[config.mk]
export PLATFORM = sky130hd
export DESIGN_NAME = img_mem_writer
export DESIGN_NICKNAME = d
export VERILOG_FILES = /design/src/rtl/img_mem_writer.sv
export SDC_FILE = /design/constraint.sdc
export NUM_CORES = 1
export LEC_CHECK = 0
export ABC_AREA = 1
export BUFFER_PORTS_ARGS = -buffer_cell sky130_fd_sc_hd__buf_2
export CAP_MARGIN = 40
export CORE_UTILIZATION = 29
export CTS_CLUSTER_SIZE = 12
export DETAILED_ROUTE_END_ITERATION = 12
export PLACE_DENSITY_LB_ADDON = 0.08
export SYNTH_ARGS = -nofsm -noshare
export SYNTH_HDL_FRONTEND = slang
export SYNTH_SLANG_ARGS = --single-unit
[constraint.sdc]
create_clock -name clk -period 3.5 [get_ports clk]
set_input_delay 0.175 -clock clk [delete_from_list [all_inputs] [get_ports clk]]
set_output_delay 0.175 -clock clk [all_outputs]
set_load 0.05 [all_outputs]
[src/rtl/img_mem_writer.sv]
// Streams bytes into OC+1 channel memories, pixel-major/channel-minor, one write per accepted byte.
// Latency 1 cycle from accepted byte to write strobe; s_ready is high only while filling, and stalls simply pause the fill.
// Optional IMG_WRITER_CHECKSUM_EN adds a 16-bit modular byte checksum output valid from done.
module img_mem_writer #(
    parameter int LOAD_ADDR_LEN = 7,
    parameter int OC            = 15,
    parameter int CHANNEL_SIZE  = 195
) (
    input  logic                     clk,
    input  logic                     rst,
    input  logic                     start,
    input  logic                     s_valid,
    input  logic signed [7:0]        s_data,
    output logic                     s_ready,
    output logic [OC:0]              wr_en,
    output logic [LOAD_ADDR_LEN:0]   wr_addr,
    output logic signed [7:0]        wr_data,
    output logic                     busy,
`ifdef IMG_WRITER_CHECKSUM_EN
    output logic [15:0]              checksum,
`endif
    output logic                     done
);

    localparam int AW   = LOAD_ADDR_LEN + 1;
    localparam int CH_W = (OC > 0) ? $clog2(OC + 1) : 1;

    localparam logic [CH_W-1:0] CH_LAST   = CH_W'(OC);
    localparam logic [CH_W-1:0] CH_ONE    = CH_W'(1);
    localparam logic [AW-1:0]   ADDR_LAST = AW'(CHANNEL_SIZE - 1);
    localparam logic [AW-1:0]   ADDR_ONE  = AW'(1);

    typedef enum logic [1:0] {
        IDLE  = 2'd0,
        FILL  = 2'd1,
        FLUSH = 2'd2,
        DONE  = 2'd3
    } state_t;

    state_t                 state_q, state_d;
    logic [CH_W-1:0]        ch_cnt_q, ch_cnt_d;
    logic [AW-1:0]          addr_cnt_q, addr_cnt_d;
    logic                   s_ready_q, s_ready_d;
    logic [OC:0]            wr_en_q, wr_en_d;
    logic [AW-1:0]          wr_addr_q, wr_addr_d;
    logic signed [7:0]      wr_data_q, wr_data_d;
    logic                   busy_q, busy_d;
    logic                   done_q, done_d;
    logic                   beat;

    // s_ready_q is high exactly in FILL, so it doubles as the FILL qualifier.
    assign beat = s_valid & s_ready_q;

    always_comb begin
        state_d    = state_q;
        ch_cnt_d   = ch_cnt_q;
        addr_cnt_d = addr_cnt_q;
        wr_en_d    = '0;
        wr_addr_d  = wr_addr_q;
        wr_data_d  = wr_data_q;

        case (state_q)
            IDLE: begin
                if (start) begin
                    state_d    = FILL;
                    ch_cnt_d   = '0;
                    addr_cnt_d = '0;
                end
            end
            FILL: begin
                if (beat) begin
                    if (ch_cnt_q == CH_LAST) begin
                        ch_cnt_d = '0;
                        if (addr_cnt_q == ADDR_LAST) begin
                            addr_cnt_d = '0;
                            state_d    = FLUSH;
                        end else begin
                            addr_cnt_d = addr_cnt_q + ADDR_ONE;
                        end
                    end else begin
                        ch_cnt_d = ch_cnt_q + CH_ONE;
                    end
                end
            end
            FLUSH:   state_d = DONE;
            default: state_d = IDLE;
        endcase

        if (beat) begin
            wr_en_d[ch_cnt_q] = 1'b1;
            wr_addr_d         = addr_cnt_q;
            wr_data_d         = s_data;
        end

        // Status outputs are registered copies of the next state's decode.
        s_ready_d = (state_d == FILL);
        busy_d    = (state_d == FILL) || (state_d == FLUSH);
        done_d    = (state_d == DONE);
    end

    always_ff @(posedge clk or negedge rst) begin
        if (!rst) begin
            state_q    <= IDLE;
            ch_cnt_q   <= '0;
            addr_cnt_q <= '0;
            s_ready_q  <= 1'b0;
            wr_en_q    <= '0;
            wr_addr_q  <= '0;
            wr_data_q  <= '0;
            busy_q     <= 1'b0;
            done_q     <= 1'b0;
        end else begin
            state_q    <= state_d;
            ch_cnt_q   <= ch_cnt_d;
            addr_cnt_q <= addr_cnt_d;
            s_ready_q  <= s_ready_d;
            wr_en_q    <= wr_en_d;
            wr_addr_q  <= wr_addr_d;
            wr_data_q  <= wr_data_d;
            busy_q     <= busy_d;
            done_q     <= done_d;
        end
    end

    assign s_ready = s_ready_q;
    assign wr_en   = wr_en_q;
    assign wr_addr = wr_addr_q;
    assign wr_data = wr_data_q;
    assign busy    = busy_q;
    assign done    = done_q;

`ifdef IMG_WRITER_CHECKSUM_EN
    logic [15:0] checksum_q, checksum_d;

    // Bytes are summed as unsigned values; the sum wraps modulo 2^16.
    always_comb begin
        checksum_d = checksum_q;
        if (state_q == IDLE && start) begin
            checksum_d = '0;
        end else if (beat) begin
            checksum_d = checksum_q + {8'h00, s_data};
        end
    end

    always_ff @(posedge clk or negedge rst) begin
        if (!rst) begin
            checksum_q <= '0;
        end else begin
            checksum_q <= checksum_d;
        end
    end

    assign checksum = checksum_q;
`endif

endmodule
=== Yosys cells after proc, flatten, opt, wreduce, memory -nomap -nowiden ===
Index checks and enable logic that the tools add are counted.

* Flip-flop bits (word level): 49
* Output and inout port bits: 35
* Word-level logic and storage cells: 47

* Add/sub/neg operators: 2
* Magnitude comparators: 2
* Equal/unequal tests: 10
* Muxes and demuxes: 17
* Bitwise operators: 1
* Reductions and logical operators: 6

{| class="wikitable"
|+ Operator list
! cell !! count
|-
| two-way mux 8 bit || 4
|-
| two-way mux 16 bit || 1
|-
| one-hot mux 8 bit (2 select lines) || 1
|-
| two-way mux 4 bit || 3
|-
| adder 8 x 1 -> 8 bit, second input constant || 1
|-
| == test 8 bit, second input constant || 1
|-
| two-way mux 2 bit || 4
|-
| one-hot mux 4 bit (2 select lines) || 1
|-
| == test 2 bit, second input constant || 3
|-
| != test 2 bit, second input constant || 3
|-
| one-hot mux 2 bit (3 select lines) || 1
|-
| less-than comparator 4 x 5 -> 1 bit, second input constant || 1
|-
| adder 4 x 1 -> 4 bit, second input constant || 1
|-
| demux 1 bit (select 4 bit) || 1
|-
| == test 2 x 1 -> 1 bit, second input constant || 2
|-
| == test 4 bit, second input constant || 1
|-
| >= comparator 4 x 1 -> 1 bit, second input constant || 1
|-
| AND reduction 4 bit || 1
|-
| AND reduction 3 bit || 1
|-
| logical NOT 2 bit || 1
|-
| nonzero test 2 bit || 1
|-
| bitwise AND 1 bit || 1
|-
| logical AND 1 bit || 1
|-
| logical OR 1 bit || 1
|-
| two-way mux 1 bit || 1
|}

=== Longest topological paths before layout ===
* Depth after elaboration: 7
* Mapped depth: 9
* Depth with buffers taken out: 9

=== Least setup slack after synthesis ===
No wires, ideal clock.

* Path kind: register to register
* Start point: reg s_ready_q (netlist: s_ready)
* End point: reg busy_q (netlist: busy)
* Data arrival time: 1.535 ns
* Required time: 3.387 ns
* Setup slack: 1.853 ns
* Cell stages (with the launch flop): 8
* Period minus slack after synthesis: 1.647 ns
* Cells stage by stage: dfrtp_1 -> nand2_4 -> nor2_1 -> nand3_1 -> a21oi_1 -> nand2_1 -> ha_1 -> inv_1

* Word-level cells in the longest chain between the ends: 5

{| class="wikitable"
|+ RTL lines
! item !! line !! RTL
|-
| start, declared || 43 || <nowiki>logic s_ready_q, s_ready_d;</nowiki>
|-
| start signal, assigned || 116 || <nowiki>s_ready_q <= s_ready_d;</nowiki>
|-
| bitwise AND 1 bit (*) || 52 || <nowiki>assign beat = s_valid & s_ready_q;</nowiki>
|-
| two-way mux 2 bit (*) || 71 || <nowiki>if (beat) begin</nowiki>
|-
| one-hot mux 2 bit (3 select lines) (*) || 62 || <nowiki>case (state_q)</nowiki>
|-
| net state_d[0] || 40 || <nowiki>state_t state_q, state_d;</nowiki>
|-
| == test 2 x 1 -> 1 bit or == test 2 bit (tied branches) || 97 || <nowiki>busy_d = (state_d == FILL) || (state_d == FLUSH);</nowiki>
|-
| logical OR 1 bit (*) || 97 ||
|-
| net busy_d || 47 || <nowiki>logic busy_q, busy_d;</nowiki>
|-
| end signal, assigned || 120 || <nowiki>busy_q <= busy_d;</nowiki>
|-
| end, declared || 47 ||
|}

The timed path passes the listed nets; every way through them passes the cells marked *.
A chain may end at the register's enable or synchronous reset.

=== Final worst setup path ===
* Start point: reg ch_cnt_q[1]
* End point: reg busy_q (netlist: busy)

* Word-level cells in the longest chain between the ends: 6

{| class="wikitable"
|+ RTL lines
! item !! line !! RTL
|-
| start, declared || 41 || <nowiki>logic [CH_W-1:0] ch_cnt_q, ch_cnt_d;</nowiki>
|-
| start signal, assigned || 114 || <nowiki>ch_cnt_q <= ch_cnt_d;</nowiki>
|-
| == test 4 bit (*) || 72 || <nowiki>if (ch_cnt_q == CH_LAST) begin</nowiki>
|-
| two-way mux 2 bit (*) || 72 ||
|-
| two-way mux 2 bit (*) || 71 ||
|-
| one-hot mux 2 bit (3 select lines) (*) || 62 ||
|-
| net state_d[0] || 40 ||
|-
| == test 2 x 1 -> 1 bit or == test 2 bit (tied branches) || 97 ||
|-
| logical OR 1 bit (*) || 97 ||
|-
| net busy_d || 47 ||
|}

Marked as above.

==> impl_metrics.py <==
metrics = {
    "synthesis": {
        "async_reset_ff_share_pct": 100,
        "netlist_instances": 220,
        "ys_seq_area_share_pct": 59.3,
        "syn_area_sq_mm": 0.00207,
        "synth_edf_count": 0,
        "synth_cell_types": 27,
        "ys.flop_type": "dfrtp_1",
        "ys_ff_latch": 49,
        "syn_avg_cell_area_sq_um": 9.41,
        "ys_warn_count": 0,
        "syn-num-nets": 240,
    },
    "status": {
        "status": "finished clean",
    },
    "routing": {
        "post-route-drc-count": 0,
        "avgRoutedWirePerCell_microns": 11.2,
        "routed_wirelength_mm": 4.11,
        "vias": 1514,
        "ant_nets": 0,
        "via_per_inst": 4.11,
        "drt_iter0_drc": 67,
        "drt_first_pass_iters": 4,
    },
    "die": {
        "std_cell_rows": 30,
        "start_util_pct": 30.3,
        "dieArea_sq_mm": 0.00748,
        "die_w_microns": 86.5,
        "dieHeight_microns": 86.5,
        "io_pins": 47,
        "core_area_sq_mm": 0.00683,
    },
    "sta": {
        "worst_slew_pin_slew_ns": 0.608,
        "whs_ns": 0.0667,
        "slew-limit-headroom_pct": 59.4,
        "rsz0062_at_grt": "no",
        "finalCriticalPeriod_ns": 1.62,
        "finalSetupViolCount": 0,
        "slew_viol_final": 0,
        "finalCritPeriodShare_pct": 46.4,
        "finalHoldViolCount": 0,
        "finalSetupTns_ns": 0,
        "fin_skew_ns": 0.00285,
        "fmax_mhz": 616,
    },
    "worst_setup_path": {
        "crit_arrival_ns": 1.83,
        "crit_path_top_delay_cell": "dfrtp_1",
        "start_kind": "register",
        "critPathRequiredTime_ns": 3.70,
        "path_cells": "ha_1, nand3_1, nor2_1, nand3_1, a21oi_1, nand2_1, ha_1, inv_1",
        "cp-end-kind": "register",
        "startpoint": "ch_cnt_q[1]",
        "r2r_cells": 8,
        "cp_max_fo": 4,
        "critPathKind": "register to register",
        "r2r-start": "ch_cnt_q[1]",
        "cp_slowest_stage_delay_ns": 0.40,
    },
    "cts": {
        "htree_num_levels": 2,
        "clk_pin_slew_ns": 0.09,
        "numCtsBuffers": 5,
        "clk_latency_ns": 0.30,
        "cts_sinks": 49,
        "cts-root-buf": "clkbuf_8",
        "ctsResizeCount": 0,
        "cts_tree": "done",
        "cts_buffer_depth": 2,
    },
    "global_route": {
        "grt_use_total_pct": 12.2,
        "gr-usage-met1_pct": 15.8,
        "grt_use_met3_pct": 3.43,
        "overflow": 0,
        "grt_antenna_before_repair": 0,
        "grt_max_degree": 50,
        "grt-busiest-layer": "met2",
        "grt_pass1_vias": 1445,
        "grt_pass1_wl_mm": 6.94,
        "grtUsageMet2_pct": 19.3,
    },
    "finish": {
        "drive_gt1_share_pct": 23.9,
        "nNetsFinal": 291,
        "multi_input_area_sq_um": 732,
        "syn2layout_area_growth_pct": 21.2,
        "fillers": 755,
        "seqCellArea_sq_mm": 0.00123,
        "antenna_cells": 0,
    },
    "worst_hold_path": {
        "hold_depth": 3,
        "hold_class": "input pin to register",
        "hp-start": "s_data[3]",
    },
    "placement": {
        "port-buffer-count": 46,
        "dpl.hpwl_mm": 2.97,
        "place_congestion": 0.752,
    },
    "pwr": {
        "power.density_mw_per_mm2": 667,
        "leakage_nw": 1.32,
        "ir_drop_uv": 208,
        "p_total_mw": 1.67,
    },
    "flow_run": {
        "cap_violations": 0,
    },
}
==> registers in the layout (all words and copies together) (netlist names) <==
register	cells
addr_cnt_q	8
busy	1
ch_cnt_q	4
done	1
s_ready	1
state_q	2
wr_addr	8
wr_data	8
wr_en	16
==> cell usage after synthesis, types with 2 or more instances <==
library cell / instances / area, sq um
nand3_1: 11 / 55.1
nand4_1: 2 / 12.5
ha_1: 8 / 100
nor2_1: 24 / 90.1
nand2_1: 61 / 229
inv_1: 20 / 75.1
a21oi_1: 5 / 25.0
dfrtp_1: 49 / 1230
nand2_4: 2 / 22.5
o21ai_0: 18 / 90.1
clkbuf_1: 2 / 7.51
o21ai_1: 2 / 10.0
buf_2: 2 / 10.0
==> cells in the final DEF, fill, tap and decap left out, types with 2 or more instances in the layout <==
cell type   instances
nand2_1            61
dfrtp_1            49
buf_2              46
nor2_1             24
inv_1              20
o21ai_0            18
nand3_1            11
ha_1                8
a21oi_1             5
clkbuf_8            5
nand2_4             2
nand4_1             2
o21ai_1             2
clkinvlp_4          2
==> repair_timing <==
action / 4_1_cts / 5_1_grt
hold buffers: 1 / 0
endpoints found under the hold margin: 39 / 0
setup buffers: 0 / 0
==> worst max-delay path, delay by kind of cell, from the launching register on <==
kind,cells,cell delay (ns)
adders and majority gates,2,0.49
DFF,1,0.40
and+or+nand+nor,4,0.47
buffers and inverters,1,0.03
AOI/OAI and AO/OA,1,0.14
==> report_power, final <==
group / leakage (nW) / total (mW) / switching (mW) / internal (mW)
registers: 0.634 / 0.757 / 0.0797 / 0.678
clock network: 0.0374 / 0.328 / 0.187 / 0.141
logic: 0.651 / 0.587 / 0.442 / 0.145
==> layer usage <==
| metal | wire, microns | part of all wire (%) | vias up |
|---|---|---|---|
| li1 | - | - | 795 |
| met1 | 2050 | 50 | 679 |
| met2 | 1810 | 44 | 34 |
| met3 | 187 | 4.6 | 6 |
| met4 | 66 | 1.6 | 0 |
| met5 | 0 | 0 | - |
==> final cells by class <==
| cell class | instances | share of cell area (%) |
|---|---|---|
| clock buffers | 6 | 2.89 |
| clock inverters | 2 | 0.599 |
| inverters | 23 | 3.74 |
| multi-input cells | 144 | 29.2 |
| flip-flops and latches | 49 | 48.9 |
| well taps | 96 | 4.79 |
| repair buffers | 48 | 9.88 |
==> path summary, 6_finish.rpt <==
check	slack, ns	end
setup reg to reg	1.88	busy
setup / recovery	1.88	busy
hold reg to reg	0.49	wr_data[0]
min in group asynchronous	0.50	wr_en[10]
hold / removal	0.07	wr_data[3]
max in group asynchronous	2.59	wr_addr[4]
==> stage by stage <==
| stage | cell area (sq um) | util (%) | setup WS (ns) | std cells |
|---|---|---|---|---|
| global route | 2510 | 36.7 | 1.70 | 368 |
| floorplan | 2070 | - | 1.85 | 220 |
| CTS | 2510 | 36.7 | 1.86 | 368 |
| global placement | 2410 | 35.3 | 1.90 | 359 |
| detailed placement | 2410 | 35.3 | 1.87 | 359 |
| finish | 2510 | 36.7 | 1.88 | 368 |
==> cells by family (layout without fill, tap and decap cells) <==
group | count (synthesis) | count (layout) | synth area share, %
and+or+nand+nor | 108 | 108 | 23.3
xor gates and xnor gates | 1 | 1 | 0.423
AOI/OAI and AO/OA | 27 | 27 | 6.83
DFF | 49 | 49 | 59.3
buffers and inverters | 27 | 79 | 5.38
adders and majority gates | 8 | 8 | 4.84
No activity file was read; power rests on OpenSTA's default activity.
